### config.mk
export PLATFORM = sky130hd
export DESIGN_NAME = spi_ram_burst_wrapper_flat
export DESIGN_NICKNAME = d
export VERILOG_FILES = /design/src/rtl/spi_ram_burst_wrapper_if.sv /design/src/rtl/spi_ram_burst_wrapper.sv /design/src/flat_wrapper.sv
export SDC_FILE = /design/constraint.sdc
export NUM_CORES = 2
export LEC_CHECK = 0
export ABC_CLOCK_PERIOD_IN_PS = 9600
export CORE_UTILIZATION = 65
export CTS_CLUSTER_SIZE = 16
export DETAILED_ROUTE_END_ITERATION = 8
export HOLD_SLACK_MARGIN = 0.02
export PLACE_DENSITY_LB_ADDON = 0.25
export SLEW_MARGIN = 20
export SYNTH_ARGS = -nofsm -noshare
export SYNTH_HDL_FRONTEND = slang
export SYNTH_SLANG_ARGS = --single-unit
### constraint.sdc
create_clock -name clk -period 9.6 [get_ports clk]
set_clock_uncertainty 0.2 [all_clocks]
set_input_delay 1.92 -clock clk [delete_from_list [all_inputs] [get_ports clk]]
set_output_delay 1.92 -clock clk [all_outputs]
set_load 0.01 [all_outputs]
### src/rtl/spi_ram_burst_wrapper_if.sv
// SPI pin bundle for the SPI+RAM wrapper: slave select, serial data both ways
// and the frame-abort flag.
interface spi_ram_burst_wrapper_if;
    logic SS_n;
    logic MOSI;
    logic MISO;
    logic frm_err;

    modport master (output SS_n, MOSI, input MISO, frm_err);
    modport slave  (input SS_n, MOSI, output MISO, frm_err);
endinterface

### src/rtl/spi_ram_burst_wrapper.sv
// spi_ram_burst_wrapper: SPI slave fronting a single-port word RAM.
// Each frame (SS_n low) carries a 2-bit opcode, then an address or data
// payload, MSB first. Out-of-range pointers drop writes and read as zero.
// Optional macro SPI_BURST_EN: data frames stream consecutive words with
// auto-incrementing (wrapping) pointers until SS_n rises.
module spi_ram_burst_wrapper #(
    parameter int DATA_WIDTH = 8,
    parameter int ADDR_WIDTH = 8,
    parameter int MEM_DEPTH  = 256
) (
    input  logic                   clk,
    input  logic                   rst,
    spi_ram_burst_wrapper_if.slave spi
);
`ifdef SPI_BURST_EN
    localparam bit BURST = 1'b1;
`else
    localparam bit BURST = 1'b0;
`endif
    localparam int SW = (ADDR_WIDTH > DATA_WIDTH) ? ADDR_WIDTH : DATA_WIDTH;
    localparam int CW = $clog2(SW + 1);
    localparam int IW = (MEM_DEPTH > 1) ? $clog2(MEM_DEPTH) : 1;
    localparam logic [CW-1:0]         A_LAST   = CW'(ADDR_WIDTH - 1);
    localparam logic [CW-1:0]         D_LAST   = CW'(DATA_WIDTH - 1);
    localparam logic [CW-1:0]         D_FULL   = CW'(DATA_WIDTH);
    localparam logic [ADDR_WIDTH:0]   DEPTH_W  = (ADDR_WIDTH + 1)'(MEM_DEPTH);
    localparam logic [ADDR_WIDTH-1:0] PTR_LAST = ADDR_WIDTH'(MEM_DEPTH - 1);

    typedef enum logic [2:0] {
        IDLE, CMD, WADDR, WDATA, RADDR, RDATA, DONE
    } state_t;

    state_t state_q, state_d;

    logic                  ss_n, mosi;
    logic [CW-1:0]         cnt_q;
    logic                  op0_q;
    logic [SW-1:0]         sh_q, sh_nxt;
    logic [DATA_WIDTH-1:0] rsh_q;
    logic                  miso_q, frm_err_q;
    logic [ADDR_WIDTH-1:0] wr_ptr, rd_ptr, wr_ptr_inc, rd_ptr_inc, wr_addr_q;
    logic                  wr_pend_q;
    logic [DATA_WIDTH-1:0] wr_word_q;
    logic                  bnd_q;      // last edge completed a word (burst)
    logic                  wait_hi_q;  // after reset, wait for SS_n high
    logic [DATA_WIDTH-1:0] rd_word_cur, rd_word_inc;

    // FSM output strobes
    logic shift_in, ld_wr_ptr, ld_rd_ptr, wdata_last, rd_emit, rd_fetch, abort;

    logic [DATA_WIDTH-1:0] mem [MEM_DEPTH];

    function automatic logic in_range(input logic [ADDR_WIDTH-1:0] p);
        return {1'b0, p} < DEPTH_W;
    endfunction

    assign ss_n        = spi.SS_n;
    assign mosi        = spi.MOSI;
    assign spi.MISO    = miso_q;
    assign spi.frm_err = frm_err_q;

    assign sh_nxt      = {sh_q[SW-2:0], mosi};
    assign wr_ptr_inc  = (wr_ptr == PTR_LAST) ? '0 : wr_ptr + 1'b1;
    assign rd_ptr_inc  = (rd_ptr == PTR_LAST) ? '0 : rd_ptr + 1'b1;
    assign rd_word_cur = in_range(rd_ptr)     ? mem[rd_ptr[IW-1:0]]     : '0;
    assign rd_word_inc = in_range(rd_ptr_inc) ? mem[rd_ptr_inc[IW-1:0]] : '0;

    // State register; reset wins over any in-flight frame
    always_ff @(posedge clk) begin
        if (rst) state_q <= IDLE;
        else     state_q <= state_d;
    end

    // Next-state: SS_n high always returns to IDLE
    always_comb begin
        state_d = state_q;
        if (ss_n) begin
            state_d = IDLE;
        end else begin
            unique case (state_q)
                IDLE:    if (!wait_hi_q) state_d = CMD;
                CMD:     state_d = op0_q ? (mosi ? RDATA : RADDR)
                                         : (mosi ? WDATA : WADDR);
                WADDR,
                RADDR:   if (cnt_q == A_LAST) state_d = DONE;
                WDATA:   if (!BURST && cnt_q == D_LAST) state_d = DONE;
                RDATA:   if (!BURST && cnt_q == D_FULL) state_d = DONE;
                DONE:    state_d = DONE;
                default: state_d = IDLE;
            endcase
        end
    end

    // Output strobes decoded from state, counter and pins
    always_comb begin
        shift_in   = 1'b0;
        ld_wr_ptr  = 1'b0;
        ld_rd_ptr  = 1'b0;
        wdata_last = 1'b0;
        rd_emit    = 1'b0;
        rd_fetch   = 1'b0;
        abort      = 1'b0;
        if (ss_n) begin
            // Aborted unless idle, finished, or sitting on a burst word boundary
            abort = (state_q inside {CMD, WADDR, WDATA, RADDR, RDATA}) && !bnd_q;
        end else begin
            shift_in   = state_q inside {WADDR, WDATA, RADDR};
            ld_wr_ptr  = (state_q == WADDR) && (cnt_q == A_LAST);
            ld_rd_ptr  = (state_q == RADDR) && (cnt_q == A_LAST);
            wdata_last = (state_q == WDATA) && (cnt_q == D_LAST);
            rd_emit    = (state_q == RDATA) && (cnt_q != '0);
            rd_fetch   = (state_q == RDATA) &&
                         ((cnt_q == '0) || (BURST && cnt_q == D_FULL));
        end
    end

    // Datapath: shift registers, pointers, MISO and abort flag
    always_ff @(posedge clk) begin
        if (rst) begin
            cnt_q     <= '0;
            op0_q     <= 1'b0;
            sh_q      <= '0;
            rsh_q     <= '0;
            miso_q    <= 1'b0;
            frm_err_q <= 1'b0;
            wr_ptr    <= '0;
            rd_ptr    <= '0;
            wr_addr_q <= '0;
            wr_pend_q <= 1'b0;
            wr_word_q <= '0;
            bnd_q     <= 1'b0;
            wait_hi_q <= 1'b1;
        end else begin
            miso_q    <= rd_emit ? rsh_q[DATA_WIDTH-1] : 1'b0;
            frm_err_q <= abort;
            wr_pend_q <= 1'b0;
            if (ss_n) begin
                cnt_q     <= '0;
                bnd_q     <= 1'b0;
                wait_hi_q <= 1'b0;
            end else begin
                bnd_q <= 1'b0;
                if (state_q == IDLE) op0_q <= mosi;
                if (state_q == CMD)  cnt_q <= '0;
                if (shift_in) begin
                    sh_q  <= sh_nxt;
                    cnt_q <= cnt_q + 1'b1;
                end
                if (ld_wr_ptr) wr_ptr <= sh_nxt[ADDR_WIDTH-1:0];
                if (ld_rd_ptr) rd_ptr <= sh_nxt[ADDR_WIDTH-1:0];
                if (wdata_last) begin
                    // RAM write lands one edge later, even if SS_n rises then
                    wr_pend_q <= 1'b1;
                    wr_word_q <= sh_nxt[DATA_WIDTH-1:0];
                    wr_addr_q <= wr_ptr;
                    if (BURST) begin
                        wr_ptr <= wr_ptr_inc;
                        cnt_q  <= '0;
                        bnd_q  <= 1'b1;
                    end
                end
                if (rd_emit) begin
                    rsh_q <= {rsh_q[DATA_WIDTH-2:0], 1'b0};
                    cnt_q <= cnt_q + 1'b1;
                end
                if (rd_fetch) begin
                    cnt_q <= CW'(1);
                    if (cnt_q == '0) begin
                        rsh_q <= rd_word_cur;
                    end else begin
                        // Prefetch next word while the LSB goes out: no gap
                        rsh_q  <= rd_word_inc;
                        rd_ptr <= rd_ptr_inc;
                        bnd_q  <= 1'b1;
                    end
                end
            end
        end
    end

    // RAM write port; contents survive reset
    always_ff @(posedge clk) begin
        if (!rst && wr_pend_q && in_range(wr_addr_q))
            mem[wr_addr_q[IW-1:0]] <= wr_word_q;
    end
endmodule

### src/flat_wrapper.sv
// flat-port wrapper written by rule: the top's interface ports become plain ports
module spi_ram_burst_wrapper_flat 
#(
    parameter int DATA_WIDTH = 8,
    parameter int ADDR_WIDTH = 8,
    parameter int MEM_DEPTH  = 256
)
  (clk, rst, spi_SS_n, spi_MOSI, spi_MISO, spi_frm_err);
  spi_ram_burst_wrapper_if spi_i ();
  input  logic clk;
  input  logic rst;
  input wire logic [$bits(spi_i.SS_n)-1:0] spi_SS_n;
  input wire logic [$bits(spi_i.MOSI)-1:0] spi_MOSI;
  output wire logic [$bits(spi_i.MISO)-1:0] spi_MISO;
  output wire logic [$bits(spi_i.frm_err)-1:0] spi_frm_err;
  assign spi_i.SS_n = spi_SS_n;
  assign spi_i.MOSI = spi_MOSI;
  assign spi_MISO = spi_i.MISO;
  assign spi_frm_err = spi_i.frm_err;
  spi_ram_burst_wrapper #(.DATA_WIDTH(DATA_WIDTH), .ADDR_WIDTH(ADDR_WIDTH), .MEM_DEPTH(MEM_DEPTH)) u_core (.clk(clk), .rst(rst), .spi(spi_i));
endmodule
==> results by group <==
Critical path
  • Critical Path End Type: register
  • Reg2Reg Setup Slack: 4.67 ns
  • Crit Path Max Fanout: 42
  • CP Launch Type: register
  • Critical Path AT: about 5.5 ns
  • Req. time, crit path: roughly 10 ns
  • Critical path class: register to register
  • R2r worst-path depth: 8
  • Reg-to-reg endpoint: u_core.rsh_q[5]$_SDFFE_PP0P_

Synthesis
  • Synth Register Bits: about 2.1k
  • Main flop type after synthesis: edfxtp_1
  • Synth Warn #: 0
  • Asr flop ratio synth: 0%
  • Synthesized area: 0.08242 mm²
  • Seq/Total Area, Yosys: 76.27%
  • Post-synth EDFFs: between 2k and 2.5k
  • Post-Syn Area per Cell: between 20 and 25 µm²
  • Synth cell types: 70
  • Mapped Nets: 3915
  • Post-Synthesis Cells: just under 4k

CTS
  • Post-cts sizing count: 0
  • Root Buffer: clkbuf_16
  • Post-CTS Hold Fix Bufs: 0
  • CTS clock-pin slew for the worst setup and hold paths: roughly 0.07 ns
  • CTS H-tree depth: 4
  • CTS Buffer Depth: 3
  • TritonCTS Sinks: 2116
  • CTS tree: yes
  • Worst skew pair latency: around 0.86 ns
  • Total CTS buffers: 199
  • Post-CTS setup buffer count: 0

Cells and area
  • Fin cells: around 5.8k
  • Nets: about 4.0k
  • Final core utilization: between 70% and 80%
  • Commonest non-fill, non-tap cell in the layout: edfxtp_1
  • Layout cells sized above 1: 23.38%
  • Most frequent cells in the layout: edfxtp_1 (2048), mux4_2 (544), nor2_1 (310), clkbuf_16 (200), nand2_1 (143)
  • Design Area, Final: about 0.09 mm²
  • Fill count: around 6.9k
  • Area grow syn2layout: 10.02%

Placement
  • IO buf count: 5
  • Placed Cells: between 5k and 6k
  • Dpl ws: between 4 and 5 ns
  • Placed Area: between 0.08 and 0.09 mm²
  • Hpwl dp: 120400 µm
  • Routability cong.: roughly 1

Route
  • Starting DRT DRC Count: between 6k and 7k
  • DR vias: 41.75k
  • WL met3: approximately 27000 µm
  • Routed wire length: about 210000 µm
  • Vias per cell: about 7.2
  • Uppermost layer routed: met5
  • Routed length per placed instance: 35.75 µm
  • Met2 wire length: around 94000 µm
  • # DRC: 0
  • DRT Pass-1 Iters: 7
  • M1 WL: between 70000 and 80000 µm
  • Antenna Nets Post-Route: 0

Die
  • Die Wd: 358.1 µm
  • Starting Density: 65.55%
  • Row cnt: 130
  • Area of the core: approximately 0.13 mm²
  • Top Ports: 6
  • Die ar.: 0.1282 mm²
  • Die height: 358.1 µm

Power
  • Clk pwr share: between 40% and 50%
  • P per Cell Area: ~200 mW/mm²
  • Maximum VDD drop: roughly 0.20 mV
  • Switching power: about 3.5 mW
  • Sequential fraction of design power: a little over half
  • Total power: 18.16 mW
  • Leak: slightly above 30 nW
  • Internal power: around 15 mW
  • Sw Ratio: 19.03%
  • Logic pwr share: less than 1%

STA
  • Setup TNS: 0 ns
  • Worst slew margin: between 15 and 20%
  • RSZ-0062 raised after global routing: false
  • Min Tclk post-route: a little under 5 ns
  • Worst hold slack: 0.2087 ns
  • Maximum clock frequency: about 0.20 GHz
  • Final Hold Viols: 0
  • Period utilization: ~50%
  • Worst-margin pin slew: 1.241 ns
  • Pins Over Slew Limit: 0
  • Final setup fails: 0
  • Setup ws final: around 4.7 ns

Global routing
  • Vias in the first global route: a little over 40k
  • GRT overflow: 0
  • Overall Global Routing Usage: around a third
  • Pin count of the biggest net entering global routing: around 160
  • Initial antenna violation count: 5
  • First-pass GRT wire length: 295900 µm

Job
  • Max Cap Viol: 0

Hold path
  • Endpoint, Worst Hold: u_core.spi.frm_err$_SDFF_PP0_
  • Hold Path Stages: 1
  • Worst hold start: u_core.bnd_q$_SDFF_PP0_
  • Hold Crit Class: register to register

Status
  • Outcome: complete, no violations
==> final cells by class <==
cell class | count | area (µm²) | area share [%]
flip-flops and latches | 2116 | 62910 | 69.38
clock inverters | 136 | 1630 | 1.798
diodes | 1 | 2.502 | 0.002760
clock buffers | 234 | 5152 | 5.682
well taps | 1650 | 2064 | 2.277
repair buffers | 86 | 728.2 | 0.8031
multi-input cells | 1547 | 18150 | 20.02
inverters | 9 | 33.78 | 0.03726
==> power groups by stage <==
stage	sequential (mW)	clock, mW	combinational, mW
6_report	9.96	8.19	0.0130
5_1_grt	9.96	8.57	0.0141
3_3_place_gp	10.2	0	0.0123
2_1_floorplan	10.2	0	0.00959
3_5_place_dp	10.2	0	0.0123
4_1_cts	9.96	8.21	0.0126
==> cells by family after synthesis <==
kind of cell / after synthesis / synth area share, %
DFF: 2116 / 76.27
muxes: 691 / 16.77
and+or+nand+nor: 618 / 3.249
adders and majority gates: 2 / 0.03036
AOI/OAI and AO/OA: 235 / 1.945
buffers and inverters: 246 / 1.729
other: 1 / 0.004550
==> per-layer routing <==
| metal | global-route usage (%) | vias to the layer above |
|---|---|---|
| met5 | 0 | - |
| met1 | 48.13 | 21660 |
| met4 | 14.16 | 8 |
| met3 | 9.181 | 498 |
| li1 | - | 16310 |
| met2 | 48.24 | 3272 |
==> cell usage after synthesis, types with 6 or more instances <==
library cell | instances | area (µm²)
mux2_2 | 15 | 168.9
a31oi_1 | 9 | 56.30
clkbuf_1 | 104 | 390.4
o21ai_1 | 6 | 30.03
a22oi_1 | 27 | 202.7
nand2_1 | 143 | 536.8
buf_1 | 14 | 52.55
o211ai_1 | 10 | 75.07
edfxtp_1 | 2048 | 61500
nor2b_1 | 25 | 156.4
mux4_2 | 544 | 12250
a211oi_1 | 23 | 172.7
a21oi_1 | 56 | 280.3
buf_6 | 22 | 247.7
nand3_1 | 58 | 290.3
buf_4 | 37 | 277.8
o21ai_0 | 25 | 125.1
buf_8 | 6 | 90.09
o22ai_1 | 14 | 87.58
nand4_1 | 13 | 81.33
and2_1 | 13 | 81.33
mux2i_1 | 127 | 1271
nor3_1 | 11 | 55.05
nor4_1 | 6 | 37.54
nand2b_1 | 7 | 43.79
o2111ai_1 | 9 | 78.83
and3_1 | 7 | 43.79
dfxtp_1 | 68 | 1361
a221oi_1 | 13 | 113.9
inv_1 | 8 | 30.03
nor2_1 | 311 | 1167
buf_2 | 49 | 245.2
==> worst max-delay path by stage <==
stage | endpoint | slack (ns) | cells past startpoint
floorplan | u_core.mem[0][0]$_DFFE_PP_ | 5.15 | 0
global route | u_core.rsh_q[5]$_SDFFE_PP0P_ | 4.36 | 8
detailed placement | u_core.rsh_q[4]$_SDFFE_PP0P_ | 4.33 | 8
CTS | u_core.rsh_q[5]$_SDFFE_PP0P_ | 4.65 | 8
finish | u_core.rsh_q[5]$_SDFFE_PP0P_ | 4.67 | 8
global placement | u_core.rsh_q[3]$_SDFFE_PP0P_ | 4.39 | 7
==> worst max-delay path: stages (launching register included) <==
cell      delay (ns)
dfxtp_4         0.90
buf_4           0.77
buf_4           0.70
mux4_2          0.64
mux4_2          0.50
nand3_1         0.20
o311ai_1        0.22
o31ai_1         0.38
o22ai_1         0.14
==> registers in the layout (all words and copies together) (netlist names), named ones only <==
name and count:
u_core.wr_addr_q 8, u_core.wait_hi_q 1, u_core.spi.MISO 1, u_core.wr_pend_q 1, u_core.sh_q 7, u_core.bnd_q 1
u_core.rsh_q 8, u_core.rd_ptr 8, u_core.wr_ptr 8, u_core.op0_q 1, u_core.state_q 3, u_core.wr_word_q 8
u_core.mem 2048, u_core.cnt_q 4, u_core.spi.frm_err 1
Note: power is estimated with default switching activity, not from simulation.
